File: config.mk
export PLATFORM = sky130hd
export DESIGN_NAME = capture_controller
export DESIGN_NICKNAME = d
export VERILOG_FILES = /design/src/rtl/capture_pkg.sv /design/src/rtl/capture_sequencer.sv /design/src/rtl/capture_controller.sv
export SDC_FILE = /design/constraint.sdc
export NUM_CORES = 1
export LEC_CHECK = 0
export BUFFER_PORTS_ARGS = -buffer_cell sky130_fd_sc_hd__buf_2
export CORE_ASPECT_RATIO = 0.9
export CORE_MARGIN = 3
export CORE_UTILIZATION = 55
export CTS_CLUSTER_SIZE = 20
export DETAILED_ROUTE_END_ITERATION = 10
export PLACE_DENSITY = 0.91
export SLEW_MARGIN = 20
export SYNTH_ARGS = -nofsm -noshare
export SYNTH_HDL_FRONTEND = slang
export SYNTH_SLANG_ARGS = --single-unit
File: constraint.sdc
create_clock -name clock -period 10.4 [get_ports clock]
set_input_delay 1.56 -clock clock [delete_from_list [all_inputs] [get_ports clock]]
set_output_delay 1.56 -clock clock [all_outputs]
set_load 0.1 [all_outputs]
File: src/rtl/capture_pkg.sv
// capture_pkg: shared opcodes, sequencer state encoding and argument byte-swap helper
// Imported by capture_controller and capture_sequencer.
package capture_pkg;
  localparam logic [7:0] OP_RESET = 8'h00;
  localparam logic [7:0] OP_ARM   = 8'h01;
  localparam logic [7:0] OP_ID    = 8'h02;
  localparam logic [7:0] OP_TMASK = 8'hC0;
  localparam logic [7:0] OP_TVAL  = 8'hC1;
  localparam logic [7:0] OP_TCFG  = 8'hC2;
  localparam logic [7:0] OP_DIV   = 8'h80;
  localparam logic [7:0] OP_CNT   = 8'h81;
  typedef enum logic [2:0] {
    ST_IDLE    = 3'd0,
    ST_ARMED   = 3'd1,
    ST_POST    = 3'd2,
    ST_RD_REQ  = 3'd3,
    ST_READOUT = 3'd4
  } state_t;
  // The first received byte sits in command[31:24] but is the argument LSB.
  function automatic logic [31:0] byte_swap32(input logic [31:0] w);
    return {w[7:0], w[15:8], w[23:16], w[31:24]};
  endfunction
endpackage

File: src/rtl/capture_sequencer.sv
// capture_sequencer: capture FSM (arm, trigger wait, post-trigger count, readout handshake)
// Ports:
//   clock, reset        clock, async active-high reset
//   arm_i               accepted arm command (only asserted in IDLE)
//   flush_i             soft reset command; forces IDLE, beats every other event
//   trig_start_i        1: wait in ARMED for trigger, 0: go straight to POST
//   delay_count_i       post-trigger sample count loaded on POST entry
//   sample_tick_i       one pulse per sample period
//   trigger_hit_i       trigger match level
//   readout_done_i      readout engine completion pulse
//   state_o             current state
//   capture_en_o        high in ARMED and POST
//   readout_start_o     registered one-cycle pulse coinciding with RD_REQ
//   busy_o              state != IDLE
module capture_sequencer
  import capture_pkg::*;
#(
  parameter int CNT_W = 16
) (
  input  logic             clock,
  input  logic             reset,
  input  logic             arm_i,
  input  logic             flush_i,
  input  logic             trig_start_i,
  input  logic [CNT_W-1:0] delay_count_i,
  input  logic             sample_tick_i,
  input  logic             trigger_hit_i,
  input  logic             readout_done_i,
  output state_t           state_o,
  output logic             capture_en_o,
  output logic             readout_start_o,
  output logic             busy_o
);
  state_t           state_q, state_d;
  logic [CNT_W-1:0] cnt_q, cnt_d;
  logic             readout_start_q;
  always_comb begin
    state_d = state_q;
    cnt_d   = cnt_q;
    if (flush_i) begin
      state_d = ST_IDLE;
    end else begin
      case (state_q)
        ST_IDLE: if (arm_i) begin
          state_d = trig_start_i ? ST_ARMED : ST_POST;
          cnt_d   = delay_count_i;
        end
        ST_ARMED: if (trigger_hit_i) begin
          state_d = ST_POST;
          cnt_d   = delay_count_i;
        end
        // Count is checked before ticks, so a zero delay still spends one cycle in POST.
        ST_POST: if (cnt_q == '0) state_d = ST_RD_REQ;
                 else if (sample_tick_i) cnt_d = cnt_q - CNT_W'(1);
        ST_RD_REQ:  state_d = ST_READOUT;
        ST_READOUT: if (readout_done_i) state_d = ST_IDLE;
        default:    state_d = ST_IDLE;
      endcase
    end
  end
  always_ff @(posedge clock or posedge reset) begin
    if (reset) begin
      state_q         <= ST_IDLE;
      cnt_q           <= '0;
      readout_start_q <= 1'b0;
    end else begin
      state_q         <= state_d;
      cnt_q           <= cnt_d;
      readout_start_q <= state_d == ST_RD_REQ;
    end
  end
  assign state_o         = state_q;
  assign capture_en_o    = state_q == ST_ARMED || state_q == ST_POST;
  assign readout_start_o = readout_start_q;
  assign busy_o          = state_q != ST_IDLE;
endmodule

File: src/rtl/capture_controller.sv
// capture_controller: command decode, analyzer config registers and capture sequencing
// Optional feature macro: CAPTURE_CTRL_STATS_EN (saturating ignored-command counter).
// Ports:
//   clock, reset                 clock, async active-high reset
//   cmd_valid, opcode, command   decoded command pulse, opcode and raw 32-bit argument
//   sample_tick, trigger_hit     sampler tick and trigger match from the datapath
//   readout_done                 readout engine completion pulse
//   trig_mask, trig_value        trigger configuration
//   trig_start                   trigger enable (0: capture starts on arm)
//   divider, read_count, delay_count  sampler / readout configuration
//   capture_en, readout_start    sampler write enable, readout request pulse
//   id_req, soft_reset           one-cycle ID request and datapath clear pulses
//   busy, state_o                sequencer status
//   ignored_cnt                  ignored-command counter (0 when stats disabled)
module capture_controller
  import capture_pkg::*;
#(
  parameter int DIV_W = 24,
  parameter int CNT_W = 16
) (
  input  logic             clock,
  input  logic             reset,
  input  logic             cmd_valid,
  input  logic [7:0]       opcode,
  input  logic [31:0]      command,
  input  logic             sample_tick,
  input  logic             trigger_hit,
  input  logic             readout_done,
  output logic [31:0]      trig_mask,
  output logic [31:0]      trig_value,
  output logic             trig_start,
  output logic [DIV_W-1:0] divider,
  output logic [CNT_W-1:0] read_count,
  output logic [CNT_W-1:0] delay_count,
  output logic             capture_en,
  output logic             readout_start,
  output logic             id_req,
  output logic             soft_reset,
  output logic             busy,
  output logic [2:0]       state_o,
  output logic [7:0]       ignored_cnt
);
  logic [31:0]      arg;
  state_t           state;
  logic             known, accept, rst_cmd;
  logic [31:0]      trig_mask_q, trig_mask_d, trig_value_q, trig_value_d;
  logic             trig_start_q, trig_start_d;
  logic [DIV_W-1:0] divider_q, divider_d;
  logic [CNT_W-1:0] read_count_q, read_count_d, delay_count_q, delay_count_d;
  logic             id_req_q, soft_reset_q;
  assign arg     = byte_swap32(command);
  assign known   = opcode inside {OP_ARM, OP_ID, OP_TMASK, OP_TVAL, OP_TCFG, OP_DIV, OP_CNT};
  assign rst_cmd = cmd_valid && opcode == OP_RESET;
  // Acceptance uses the pre-transition state, so a command racing a sequencer transition sees the old state.
  assign accept  = cmd_valid && known && state == ST_IDLE;
  always_comb begin
    trig_mask_d   = accept && opcode == OP_TMASK ? arg : trig_mask_q;
    trig_value_d  = accept && opcode == OP_TVAL ? arg : trig_value_q;
    trig_start_d  = accept && opcode == OP_TCFG ? arg[27] : trig_start_q;
    divider_d     = accept && opcode == OP_DIV ? arg[DIV_W-1:0] : divider_q;
    read_count_d  = accept && opcode == OP_CNT ? arg[CNT_W-1:0] : read_count_q;
    delay_count_d = accept && opcode == OP_CNT ? arg[CNT_W+15:16] : delay_count_q;
  end
  always_ff @(posedge clock or posedge reset) begin
    if (reset) begin
      trig_mask_q   <= '0;
      trig_value_q  <= '0;
      trig_start_q  <= 1'b0;
      divider_q     <= '0;
      read_count_q  <= '0;
      delay_count_q <= '0;
      id_req_q      <= 1'b0;
      soft_reset_q  <= 1'b0;
    end else begin
      trig_mask_q   <= trig_mask_d;
      trig_value_q  <= trig_value_d;
      trig_start_q  <= trig_start_d;
      divider_q     <= divider_d;
      read_count_q  <= read_count_d;
      delay_count_q <= delay_count_d;
      id_req_q      <= accept && opcode == OP_ID;
      soft_reset_q  <= rst_cmd;
    end
  end
  capture_sequencer #(.CNT_W(CNT_W)) u_seq (
    .clock          (clock),
    .reset          (reset),
    .arm_i          (accept && opcode == OP_ARM),
    .flush_i        (rst_cmd),
    .trig_start_i   (trig_start_q),
    .delay_count_i  (delay_count_q),
    .sample_tick_i  (sample_tick),
    .trigger_hit_i  (trigger_hit),
    .readout_done_i (readout_done),
    .state_o        (state),
    .capture_en_o   (capture_en),
    .readout_start_o(readout_start),
    .busy_o         (busy)
  );
`ifdef CAPTURE_CTRL_STATS_EN
  logic [7:0] ign_q, ign_d;
  logic       ignore;
  assign ignore = cmd_valid && opcode != OP_RESET && !accept;
  always_comb ign_d = rst_cmd ? 8'd0 : (ignore && ign_q != 8'hFF) ? ign_q + 8'd1 : ign_q;
  always_ff @(posedge clock or posedge reset) begin
    if (reset) ign_q <= '0;
    else ign_q <= ign_d;
  end
  assign ignored_cnt = ign_q;
`else
  assign ignored_cnt = '0;
`endif
  assign trig_mask   = trig_mask_q;
  assign trig_value  = trig_value_q;
  assign trig_start  = trig_start_q;
  assign divider     = divider_q;
  assign read_count  = read_count_q;
  assign delay_count = delay_count_q;
  assign id_req      = id_req_q;
  assign soft_reset  = soft_reset_q;
  assign state_o     = state;
endmodule

# ---- Yosys cells after proc, flatten, opt, wreduce, memory -nomap -nowiden
# Cells that the tools add are included.
dict set report word_totals {
  register_bits 143
  in_bits 46
  output_inout_bits 137
  wordCells 59
}
dict set report classes {
  addsub 1
  eq_ne 16
  mux 12
  n_bitwise 1
  reduce_logical 18
}
# cell n
set op_table {}
lappend op_table {{16-bit 2-to-1 mux} 4}
lappend op_table {{16-bit one-hot mux with 3 select lines} 1}
lappend op_table {{8-bit == test (second input constant)} 5}
lappend op_table {{16-bit logical NOT} 1}
lappend op_table {{16-bit by 1-bit subtractor with 16-bit output (second input constant)} 1}
lappend op_table {{3-bit 2-to-1 mux} 5}
lappend op_table {{3-bit one-hot mux with 5 select lines} 1}
lappend op_table {{1-bit logical AND} 10}
lappend op_table {{3-bit by 2-bit == test with 1-bit output (second input constant)} 3}
lappend op_table {{8-bit by 1-bit == test with 1-bit output (second input constant)} 1}
lappend op_table {{8-bit by 2-bit == test with 1-bit output (second input constant)} 1}
lappend op_table {{8-bit logical NOT} 1}
lappend op_table {{7-bit nonzero test} 1}
lappend op_table {{2-bit != test (second input constant)} 3}
lappend op_table {{6-bit AND reduction} 1}
lappend op_table {{3-bit nonzero test} 2}
lappend op_table {{3-bit by 1-bit == test with 1-bit output (second input constant)} 1}
lappend op_table {{3-bit == test (second input constant)} 1}
lappend op_table {{3-bit logical NOT} 1}
lappend op_table {{2-bit 2-to-1 mux} 1}
lappend op_table {{2-bit by 1-bit != test with 1-bit output (second input constant)} 1}
lappend op_table {{1-bit logical OR} 1}
lappend op_table {{1-bit inverter} 1}

# ---- Depth between registers and ports, before layout
dict set report depth {
  ltp_word 9
  mapped_depth 10
  depth_no_buf 7
}

# ---- Cells and area by module
# From an unflattened synthesis, not the netlist that was laid out.
dict set report hier_totals {
  cells_unflattened 441
  area_unflattened_um2 6158.4
}
# module n_inst cells_each area_each_um2 seq_area_each_um2
set by_module_without_submodules {}
lappend by_module_without_submodules {capture_controller 1 286 4834.6 3078.0}
lappend by_module_without_submodules {capture_sequencer 1 155 1323.8 500.5}

# ---- Worst setup path before layout
# No wires, ideal clock.
dict set report synth_timing {
  kind {register -> output}
  startpoint {register u_seq.state_q[0], in the netlist u_seq.state_o[0]}
  endpoint {output capture_en}
  t_arrival_ps 2801
  required_time_ps 8840
  setup_slack_ps 6039
  stages_incl_launch_ff 4
  n_path_buf 1
  cell_sequence {dfrtp_1 -> clkbuf_1 -> nand2b_1 -> a21oi_1}
}
dict set report synth_between {
  elab_chain_cells 2
  word_cells_on_any_way 3
  cone_classes {eq/ne: 2; reduce/logical: 1}
}
# element line
set synth_lines {}
lappend synth_lines {{from (decl)} capture_sequencer.sv:34} ;# state_t state_q, state_d;
lappend synth_lines {{from (signal assigned)} capture_sequencer.sv:67} ;# state_q <= state_d;
lappend synth_lines {{3-bit by 1-bit == test with 1-bit output / 3-bit by 2-bit == test with 1-bit output (equally long branches)} capture_sequencer.sv:73} ;# assign capture_en_o = state_q == ST_ARMED || state_q == ST_POST;
lappend synth_lines {{1-bit logical OR *} capture_sequencer.sv:73}
lappend synth_lines {{to (decl)} capture_controller.sv:35} ;# output logic capture_en,
# Every way passes the cells marked *; elsewhere a longest branch is shown, timed or not.

# ---- Final worst setup path
dict set report layout_timing {
  startpoint {input opcode[1]}
  endpoint {register trig_value_q[28], in the netlist trig_value[28]}
}
dict set report layout_between {
  elab_chain_cells 5
  word_cells_on_any_way 11
  cone_classes {eq/ne: 7; reduce/logical: 4}
}
# element line
set layout_lines {}
lappend layout_lines {{from (decl)} capture_controller.sv:24} ;# input logic [7:0] opcode,
lappend layout_lines {{8-bit by 1-bit == test with 1-bit output (tied with other cells)} capture_controller.sv:52} ;# assign known = opcode inside {OP_ARM, OP_ID, OP_TMASK, OP_TVAL, OP_TCFG, OP_DIV, OP_CNT};
lappend layout_lines {{7-bit nonzero test} capture_controller.sv:52}
lappend layout_lines {{1-bit logical AND (2 in a row)} capture_controller.sv:55} ;# assign accept = cmd_valid && known && state == ST_IDLE;
lappend layout_lines {{1-bit logical AND *} capture_controller.sv:58} ;# trig_value_d = accept && opcode == OP_TVAL ? arg : trig_value_q;
lappend layout_lines {{to (signal assigned)} capture_controller.sv:76} ;# trig_value_q <= trig_value_d;
lappend layout_lines {{to (decl)} capture_controller.sv:46} ;# logic [31:0] trig_mask_q, trig_mask_d, trig_value_q, trig_value_d;
# Marked as above.
# A chain may end at the register's enable or synchronous reset.

==> results.py <==
metrics = {
    "logic_synthesis": {
        "netlist_instances": 454,
        "synth_top_area_cell": "dfrtp_1",
        "ys_seq_area_frac": 0.592,
        "ys_warn_count": 0,
        "syn_area_mm2": 0.00605,
        "syn_area_per_cell_um2": 13.3,
        "synth_top_cells_by_count": "dfrtp_1 (143), mux2_2 (121), nor2_1 (17)",
        "post-synth-top-count-cell": "dfrtp_1",
        "synth_top_area_share": 0.592,
        "synth-edff-count": 0,
        "synthArstFlopShare": 1.00,
        "synth_cell_type_count": 49,
        "synth_flop_cell": "dfrtp_1",
        "synthTopCellsByArea": "dfrtp_1 (59%), mux2_2 (23%), a21oi_1 (1.2%)",
        "synth-seq-cells": 143,
    },
    "critical_path": {
        "critical_path_required_ns": 10.69,
        "rr_endpoint": "u_seq.cnt_q[10]$_DFFE_PP0P_",
        "r2r_slack_ns": 7.40,
        "worstPathArrival_ns": 3.82,
        "reg2regPathDepth": 7,
        "cp-end-kind": "flop",
        "critPathMaxFanout": 27,
        "r2r_start": "u_seq.cnt_q[0]$_DFFE_PP0P_",
        "crit_type": "primary input to flop",
        "worst_setup_path_start_kind": "primary input",
    },
    "sta": {
        "worst_slew_pin_slew_ns": 0.966,
        "final-max-slew-violation-count": 0,
        "tns_ns": 0,
        "fin_skew_ns": 0.00763,
        "slew_headroom": 0.356,
        "finalCritPeriodShare": 0.340,
        "fin_crit_ns": 3.53,
        "hold_viol": 0,
        "rsz0062_at_grt": "false",
        "max_freq_ghz": 0.283,
        "fin_ws_ns": 6.87,
        "finalSetupViolations": 0,
    },
    "placement": {
        "port_buffers": 174,
        "dp_cells": 735,
        "hpwl_um": 10400,
        "dp_slack_ns": 6.43,
        "placed_area_mm2": 0.00698,
        "place.gp.congestion": 0.872,
    },
    "drt": {
        "wl_met1_um": 5960,
        "drtAntennaViolNets": 0,
        "drt_drc_violations_left": 0,
        "wl_um": 15300,
        "wl_per_cell_um": 19.9,
        "vias_per_cell": 5.85,
        "dr_wl_met2_um": 7570,
        "topRoutingLayerUsed": "met4",
        "wl_met3_um": 1430,
        "dr.pass1.iters": 7,
        "drtIter0Drc": 240,
        "vias": 4489,
    },
    "layout": {
        "area.growth.synth_to_final_pct": 25.2,
        "drive_above_1_share": 0.533,
        "final_util": 0.723,
        "n_antenna_cell": 0,
        "final_area_mm2": 0.00757,
        "final_nets": 672,
        "stdcell_count": 767,
    },
    "global_routing": {
        "grtUsageTotal": 0.262,
        "grt_pass1_vias": 4764,
        "grt_first_pass_wirelength_um": 24800,
        "antenna_found_initial": 0,
        "grt_start_max_net_pins": 86,
        "overflow": 0,
    },
    "floorplanning": {
        "die_h_um": 105,
        "core_mm2": 0.0105,
        "dieArea_mm2": 0.0123,
        "rows": 35,
        "start_util": 0.578,
        "io_pins": 183,
        "die_w_um": 117,
    },
    "pwr": {
        "leakagePower_nw": 4.19,
        "cellPowerDensity_mw_per_mm2": 170,
        "ir_drop_v": 0.000160,
    },
    "run": {
        "drv_cap": 0,
    },
    "hold_path": {
        "hold_depth": 1,
        "min-delay-start": "u_seq.cnt_q[0]$_DFFE_PP0P_",
        "hold_path_end": "u_seq.cnt_q[0]$_DFFE_PP0P_",
        "hp-class": "flop to flop",
    },
    "clock_tree": {
        "numCtsBuffers": 17,
        "postCtsResizedCells": 0,
        "htree_levels": 4,
        "cts_tree": "done",
        "clkSlewWorstSetupHoldPaths_ns": 0.06,
        "cts.sinks": 143,
        "clk_latency_ns": 0.41,
        "post_cts_buffers": 0,
        "cts_root_buffer": "clkbuf_16",
        "clk_path_buf_depth": 2,
        "hold_buffers": 0,
    },
    "status": {
        "status": "completed",
    },
}
[report_power, final]
| part | switching [mW] | internal (mW) | total, mW |
|---|---|---|---|
| combinational | 0.0867 | 0.0242 | 0.111 |
| sequential | 0.0106 | 0.568 | 0.578 |
| clock | 0.242 | 0.357 | 0.599 |
| total | 0.339 | 0.949 | 1.29 |
[area by class of cell]
class	instances	area, um^2
sequential	143	3580
fill	713	2900
multi-input combinational	276	2290
timing repair buffer	180	916
clock buffer	18	429
tap	129	161
clock inverter	14	158
inverter	7	31.3
[per-layer routing]
| metal | GRT usage | vias to the layer above |
|---|---|---|
| met5 | 0 | - |
| met4 | 0.0903 | 0 |
| met3 | 0.114 | 32 |
| met2 | 0.420 | 227 |
| met1 | 0.315 | 2251 |
| li1 | - | 1979 |
[worst max-delay path, stage by stage]
cell	delay, ns
buf_2	0.12
a21boi_0	0.22
nor3b_1	0.27
nand4_1	0.24
nor3_2	0.54
buf_4	0.47
mux2_2	0.39
[through the flow]
| stage | total power [mW] | hold slack [ns] |
|---|---|---|
| floorplan | 0.670 | 0.453 |
| global placement | 0.695 | 0.476 |
| global route | 1.33 | 0.506 |
| finish | 1.29 | 0.498 |
| CTS | 1.30 | 0.497 |
| detailed placement | 0.698 | 0.487 |
[worst max path at each step]
stage | start | end | cells after the start
finish | opcode[1] | trig_value[28]$_DFFE_PP0P_ | 7
global route | opcode[1] | trig_value[28]$_DFFE_PP0P_ | 7
CTS | opcode[1] | trig_value[28]$_DFFE_PP0P_ | 7
detailed placement | opcode[1] | trig_value[4]$_DFFE_PP0P_ | 7
global placement | opcode[1] | trig_value[1]$_DFFE_PP0P_ | 7
floorplan | reset | delay_count[0]$_DFFE_PP0P_ | 1
[flip-flops by register name, indices dropped and copies added (netlist names)]
signal	cells
id_req	1
u_seq.readout_start_o	1
trig_start	1
divider	24
u_seq.cnt_q	16
u_seq.state_o	3
trig_value	32
trig_mask	32
read_count	16
delay_count	16
soft_reset	1
[placed cells by master (no fill, tap or decap), types with 7 or more instances in the layout]
master | netlist | routed
buf_2 | 10 | 174
dfrtp_1 | 143 | 143
mux2_2 | 121 | 121
nor2_1 | 17 | 17
clkbuf_16 | 0 | 17
a21oi_1 | 14 | 14
o21ai_0 | 14 | 14
nor3_1 | 13 | 12
nand3_1 | 9 | 9
nand2_1 | 9 | 9
conb_1 | 1 | 8
a31oi_1 | 7 | 7
[logic make-up after synthesis]
group | count (synthesis) | synth area share
flops | 143 | 0.592
mux | 121 | 0.225
simple gates | 85 | 0.0784
compound gates | 61 | 0.0662
buf+inv | 42 | 0.0356
fa+ha+maj | 1 | 0.00207
other cells | 1 | 0.000620
Note: power is estimated with default switching activity, not from simulation.
